--- config.mk ---
export PLATFORM = sky130hd
export DESIGN_NAME = dm_access_arbiter_flat
export DESIGN_NICKNAME = d
export VERILOG_FILES = /design/src/rtl/dm_access_arbiter_if.sv /design/src/rtl/dm_access_arbiter.sv /design/src/flat_wrapper.sv
export SDC_FILE = /design/constraint.sdc
export NUM_CORES = 1
export LEC_CHECK = 0
export BUFFER_PORTS_ARGS = -buffer_cell sky130_fd_sc_hd__clkbuf_2
export CAP_MARGIN = 30
export CORE_ASPECT_RATIO = 0.75
export CORE_MARGIN = 1.5
export CORE_UTILIZATION = 35
export DETAILED_ROUTE_END_ITERATION = 16
export PLACE_DENSITY = 0.7
export REMOVE_ABC_BUFFERS = 1
export SLEW_MARGIN = 20
export SYNTH_ARGS = -nofsm -noshare
export SYNTH_HDL_FRONTEND = slang
export SYNTH_SLANG_ARGS = --single-unit
--- constraint.sdc ---
create_clock -name clk -period 3.5 [get_ports clk]
set_input_delay 0.35 -clock clk [delete_from_list [all_inputs] [get_ports clk]]
set_output_delay 0.35 -clock clk [all_outputs]
set_load 0.1 [all_outputs]
--- src/rtl/dm_access_arbiter_if.sv ---
// dm_access_arbiter_if: MEM-stage, external-requester and data-memory signals around the arbiter
interface dm_access_arbiter_if;
    logic        MEM_DM_WE;
    logic        MEM_DM_RE;
    logic [15:0] MEM_DM_ADDR;
    logic [31:0] MEM_muxB;
    logic        MEM_STALL;
    logic [31:0] MEM_RD_DATA;
    logic        MEM_RD_VALID;
    logic        ext_req;
    logic        ext_we;
    logic [15:0] ext_addr;
    logic [31:0] ext_wdata;
    logic [31:0] ext_rdata;
    logic        ext_done;
    logic        dm_we;
    logic        dm_re;
    logic [15:0] dm_addr;
    logic [31:0] dm_wdata;
    logic [31:0] dm_rdata;

    modport master (
        input  MEM_DM_WE, MEM_DM_RE, MEM_DM_ADDR, MEM_muxB,
        input  ext_req, ext_we, ext_addr, ext_wdata,
        input  dm_rdata,
        output MEM_STALL, MEM_RD_DATA, MEM_RD_VALID,
        output ext_rdata, ext_done,
        output dm_we, dm_re, dm_addr, dm_wdata
    );

    modport slave (
        output MEM_DM_WE, MEM_DM_RE, MEM_DM_ADDR, MEM_muxB,
        output ext_req, ext_we, ext_addr, ext_wdata,
        output dm_rdata,
        input  MEM_STALL, MEM_RD_DATA, MEM_RD_VALID,
        input  ext_rdata, ext_done,
        input  dm_we, dm_re, dm_addr, dm_wdata
    );
endinterface

--- src/rtl/dm_access_arbiter.sv ---
// dm_access_arbiter: shares the data-memory port between MEM-stage CPU accesses and an external requester
module dm_access_arbiter #(
    parameter int WAIT_STATES   = 1,
    parameter int MAX_CPU_BURST = 4
) (
    input logic                 clk,
    input logic                 rst_n,
    dm_access_arbiter_if.master bus
);
    typedef enum logic [1:0] {IDLE, CPU_ACC, EXT_ACC} state_t;

    state_t     state, state_next;
    logic [3:0] cnt, streak;
    logic       cpu_req, last, burst_full, grant_cpu, grant_ext;

    assign cpu_req       = bus.MEM_DM_WE | bus.MEM_DM_RE;
    assign last          = cnt == 4'(WAIT_STATES);
    assign burst_full    = streak == 4'(MAX_CPU_BURST);
    assign bus.MEM_STALL = cpu_req && !(state == CPU_ACC && last);

    // arbitration: the CPU wins unless a waiting external request has sat out a full CPU burst
    always_comb begin
        grant_cpu  = state == IDLE && cpu_req && !(bus.ext_req && burst_full);
        grant_ext  = state == IDLE && bus.ext_req && !grant_cpu;
        state_next = grant_cpu ? CPU_ACC :
                     grant_ext ? EXT_ACC :
                     (state != IDLE && last) ? IDLE : state;
    end

    // state, wait-state counter and fairness streak
    always_ff @(posedge clk or negedge rst_n) begin
        if (!rst_n) begin
            state  <= IDLE;
            cnt    <= '0;
            streak <= '0;
        end else begin
            state  <= state_next;
            cnt    <= (state == IDLE || last) ? '0 : cnt + 4'd1;
            streak <= (!bus.ext_req || grant_ext) ? '0 :
                      (grant_cpu && !burst_full) ? streak + 4'd1 : streak;
        end
    end

    // memory strobes latched at grant and dropped at completion; read data captured on completion
    always_ff @(posedge clk or negedge rst_n) begin
        if (!rst_n) begin
            bus.dm_we        <= 1'b0;
            bus.dm_re        <= 1'b0;
            bus.dm_addr      <= '0;
            bus.dm_wdata     <= '0;
            bus.MEM_RD_DATA  <= '0;
            bus.MEM_RD_VALID <= 1'b0;
            bus.ext_rdata    <= '0;
            bus.ext_done     <= 1'b0;
        end else begin
            bus.MEM_RD_VALID <= 1'b0;
            bus.ext_done     <= 1'b0;
            if (grant_cpu) begin
                bus.dm_we    <= bus.MEM_DM_WE;
                bus.dm_re    <= bus.MEM_DM_RE & ~bus.MEM_DM_WE;
                bus.dm_addr  <= bus.MEM_DM_ADDR;
                bus.dm_wdata <= bus.MEM_muxB;
            end else if (grant_ext) begin
                bus.dm_we    <= bus.ext_we;
                bus.dm_re    <= ~bus.ext_we;
                bus.dm_addr  <= bus.ext_addr;
                bus.dm_wdata <= bus.ext_wdata;
            end else if (state != IDLE && last) begin
                bus.dm_we <= 1'b0;
                bus.dm_re <= 1'b0;
                if (state == CPU_ACC && bus.dm_re) begin
                    bus.MEM_RD_DATA  <= bus.dm_rdata;
                    bus.MEM_RD_VALID <= 1'b1;
                end
                if (state == EXT_ACC) begin
                    bus.ext_done <= 1'b1;
                    if (bus.dm_re) bus.ext_rdata <= bus.dm_rdata;
                end
            end
        end
    end
endmodule

--- src/flat_wrapper.sv ---
// flat-port wrapper written by rule: the top's interface ports become plain ports
module dm_access_arbiter_flat 
#(
    parameter int WAIT_STATES   = 1,
    parameter int MAX_CPU_BURST = 4
)
  (clk, rst_n, bus_MEM_DM_WE, bus_MEM_DM_RE, bus_MEM_DM_ADDR, bus_MEM_muxB, bus_ext_req, bus_ext_we, bus_ext_addr, bus_ext_wdata, bus_dm_rdata, bus_MEM_STALL, bus_MEM_RD_DATA, bus_MEM_RD_VALID, bus_ext_rdata, bus_ext_done, bus_dm_we, bus_dm_re, bus_dm_addr, bus_dm_wdata);
  dm_access_arbiter_if bus_i ();
  input logic clk;
  input logic rst_n;
  input wire logic [$bits(bus_i.MEM_DM_WE)-1:0] bus_MEM_DM_WE;
  input wire logic [$bits(bus_i.MEM_DM_RE)-1:0] bus_MEM_DM_RE;
  input wire logic [$bits(bus_i.MEM_DM_ADDR)-1:0] bus_MEM_DM_ADDR;
  input wire logic [$bits(bus_i.MEM_muxB)-1:0] bus_MEM_muxB;
  input wire logic [$bits(bus_i.ext_req)-1:0] bus_ext_req;
  input wire logic [$bits(bus_i.ext_we)-1:0] bus_ext_we;
  input wire logic [$bits(bus_i.ext_addr)-1:0] bus_ext_addr;
  input wire logic [$bits(bus_i.ext_wdata)-1:0] bus_ext_wdata;
  input wire logic [$bits(bus_i.dm_rdata)-1:0] bus_dm_rdata;
  output wire logic [$bits(bus_i.MEM_STALL)-1:0] bus_MEM_STALL;
  output wire logic [$bits(bus_i.MEM_RD_DATA)-1:0] bus_MEM_RD_DATA;
  output wire logic [$bits(bus_i.MEM_RD_VALID)-1:0] bus_MEM_RD_VALID;
  output wire logic [$bits(bus_i.ext_rdata)-1:0] bus_ext_rdata;
  output wire logic [$bits(bus_i.ext_done)-1:0] bus_ext_done;
  output wire logic [$bits(bus_i.dm_we)-1:0] bus_dm_we;
  output wire logic [$bits(bus_i.dm_re)-1:0] bus_dm_re;
  output wire logic [$bits(bus_i.dm_addr)-1:0] bus_dm_addr;
  output wire logic [$bits(bus_i.dm_wdata)-1:0] bus_dm_wdata;
  assign bus_i.MEM_DM_WE = bus_MEM_DM_WE;
  assign bus_i.MEM_DM_RE = bus_MEM_DM_RE;
  assign bus_i.MEM_DM_ADDR = bus_MEM_DM_ADDR;
  assign bus_i.MEM_muxB = bus_MEM_muxB;
  assign bus_i.ext_req = bus_ext_req;
  assign bus_i.ext_we = bus_ext_we;
  assign bus_i.ext_addr = bus_ext_addr;
  assign bus_i.ext_wdata = bus_ext_wdata;
  assign bus_i.dm_rdata = bus_dm_rdata;
  assign bus_MEM_STALL = bus_i.MEM_STALL;
  assign bus_MEM_RD_DATA = bus_i.MEM_RD_DATA;
  assign bus_MEM_RD_VALID = bus_i.MEM_RD_VALID;
  assign bus_ext_rdata = bus_i.ext_rdata;
  assign bus_ext_done = bus_i.ext_done;
  assign bus_dm_we = bus_i.dm_we;
  assign bus_dm_re = bus_i.dm_re;
  assign bus_dm_addr = bus_i.dm_addr;
  assign bus_dm_wdata = bus_i.dm_wdata;
  dm_access_arbiter #(.WAIT_STATES(WAIT_STATES), .MAX_CPU_BURST(MAX_CPU_BURST)) u_core (.clk(clk), .rst_n(rst_n), .bus(bus_i));
endmodule
==> results.ini <==
[logic_synthesis]
synth_common_cells = 126 x dfrtp_1, 107 x nand2_1, 62 x mux2_2
post_synth.cell_area_avg_sq_um = 11.1
synth_area_leaders = dfrtp_1 61%, mux2_2 14%, nand2_1 7.8%
synth_largest_area_cell = dfrtp_1
yosysMostFrequentCell = dfrtp_1
synth_seq_cells = 126
async_reset_ff_share_pct = 100
synth_seq_area_share_pct = 61.0
synth_cells = 467
synth_top_area_share_pct = 61.0
ys_warn_count = 0
synth_edf_count = 0
synth_area_sq_mm = 0.00516
ys_types = 31
synth_ff_type = dfrtp_1

[sta]
maxSlewHeadroom_pct = 48.6
drv_slew = 0
rsz0062_at_grt = false
post-route-min-period_ns = 2.49
holdWs_ns = -0.00304
finalCritPeriodShare_pct = 71.2
fin_skew_ns = 0.00609
max_freq_mhz = 401
setup_viol = 0
fin_ws_ns = 1.01
worst_pin_slew_ns = 0.771
hold_viol_final = 2

[clocking]
post_cts_resized = 0
clkLatencyLatePin_ns = 0.41
cts-root-buf = clkbuf_16
cts.sinks = 126
htree_levels = 4
ctsHoldBuffers = 0
post_cts_buffers = 0
numCtsBuffers = 17
cts_max_path_buffers = 2
cts_tree = built
clk_pin_slew_worst_paths_ns = 0.06

[placement]
post-dp-hpwl_um = 9750
portBuffers = 250
dp_worst_setup_slack_ns = 1.12
place_area_sq_mm = 0.00665
place_congestion = 0.729

[floorplanning]
die_w_um = 143
initial_core_util_pct = 35.7
pin_count = 251
die_area_sq_mm = 0.0155
std_cell_rows = 38
core_area_sq_mm = 0.0145
die_height_um = 108

[route]
vias = 4325
drc = 0
antenna_left = 0
drtIter0Drc = 187
routedWlPerCell_um = 14.5
drt-vias-per-instance = 4.67
first_pass_iters = 4
drt_wl_total_um = 13400

[worst_setup_path]
critPathSlowestCell = or3b_1
path_class = reg -> out
path_max_fanout = 5
required_ns = 3.15
cp.buffers_inverters = 2
start_kind = flop
worstPathArrival_ns = 2.14
max_stage_delay_ns = 0.41
crit_chain = inv_1, ha_1, or3b_1, nor3b_1, nor2_1, clkbuf_2
crit_path_end_kind = output port
critical-path-top-delay-family = simple AND/OR/NAND/NOR gates

[outcome]
violations = negative hold slack
outcome = finished with violations

[cells_and_area]
syn_to_final_growth_pct = 39.3
fin_nets = 852
drive_above_1_share_pct = 48.3
diodes = 0
finish.instance_area_sq_mm = 0.00719

[global_routing]
antenna_found_initial = 0
grt_pass1_vias = 4162
grt_util_all_layers_pct = 17.9
grt_pass1_wl_um = 21000
grt_remaining_overflow = 0
grt_max_degree = 70

[run]
cap_violations = 0

[hold_path]
min_path_type = in -> async

-- state kept, by name, indices dropped and copies added (netlist names), 2 cells and up --
signal and cells:
u_core.cnt 4, u_core.bus.dm_wdata 32, u_core.bus.ext_rdata 32, u_core.bus.MEM_RD_DATA 32
u_core.streak 4, u_core.bus.dm_addr 16, u_core.state 2
-- per-stage QoR --
step                      cells  TNS (ns)  util (%)
after global routing        927         0      49.8
after detailed placement    895         0      46.0
after floorplan             439    -27.85         -
after global placement      895         0      46.0
after CTS                   927         0      49.8
final                       927         0      49.8
-- placed cells by master (no fill, tap or decap), drive strengths merged, types with 2 or more instances in the layout --
| cell type | instances |
|---|---|
| a31oi | 50 |
| buf | 7 |
| clkbuf | 270 |
| clkinv | 5 |
| clkinvlp | 3 |
| dfrtp | 126 |
| ha | 4 |
| inv | 8 |
| mux2 | 64 |
| nand2 | 107 |
| nand3 | 3 |
| nor2 | 60 |
| nor3 | 2 |
| nor3b | 2 |
| o21ai | 2 |
-- worst paths after layout --
path                                             end  depth (start not counted)           startpoint  slack, ns
setup / recovery                       bus_MEM_STALL                          6        u_core.cnt[1]       1.01
setup reg to reg                    u_core.streak[3]                          4      u_core.state[0]       1.10
hold reg to reg                        u_core.cnt[0]                          1        u_core.cnt[0]       0.50
min in group clk              u_core.bus.dm_addr[10]                          3  bus_MEM_DM_ADDR[10]       0.17
hold / removal                 u_core.bus.dm_addr[2]                          1                rst_n     -0.003
max in group asynchronous  u_core.bus.MEM_RD_DATA[0]                          2                rst_n       2.67
-- cell type report --
type,count,area [sq um]
Fill cell,1355,7260
Multi-Input combinational cell,308,1890
Timing Repair Buffer,256,1340
Clock buffer,21,460
Clock inverter,11,85.1
Sequential cell,126,3150
Inverter,5,18.8
Tap cell,200,250
-- layer usage --
metal / track usage (%) / vias to the layer above / wire length (um)
met1: 21.5 / 2025 / 5790
met5: 0 / - / 0
met4: 7.43 / 0 / 130
li1: - / 2095 / -
met3: 7.48 / 10 / 1410
met2: 28.4 / 195 / 6080
-- kinds of logic after synthesis --
group / after synthesis / synth area share [%]
AND/OR/NAND/NOR: 181 / 14.1
flip-flops: 126 / 61.0
multiplexers: 64 / 14.0
AO/OA/AOI/OAI: 57 / 7.00
buffers and inverters: 33 / 2.64
adder cells (fa/ha/maj): 4 / 0.969
XOR/XNOR: 2 / 0.339
Power is not shown: default switching activity piles up to over one toggle a cycle in this logic, so the estimate is an artifact.
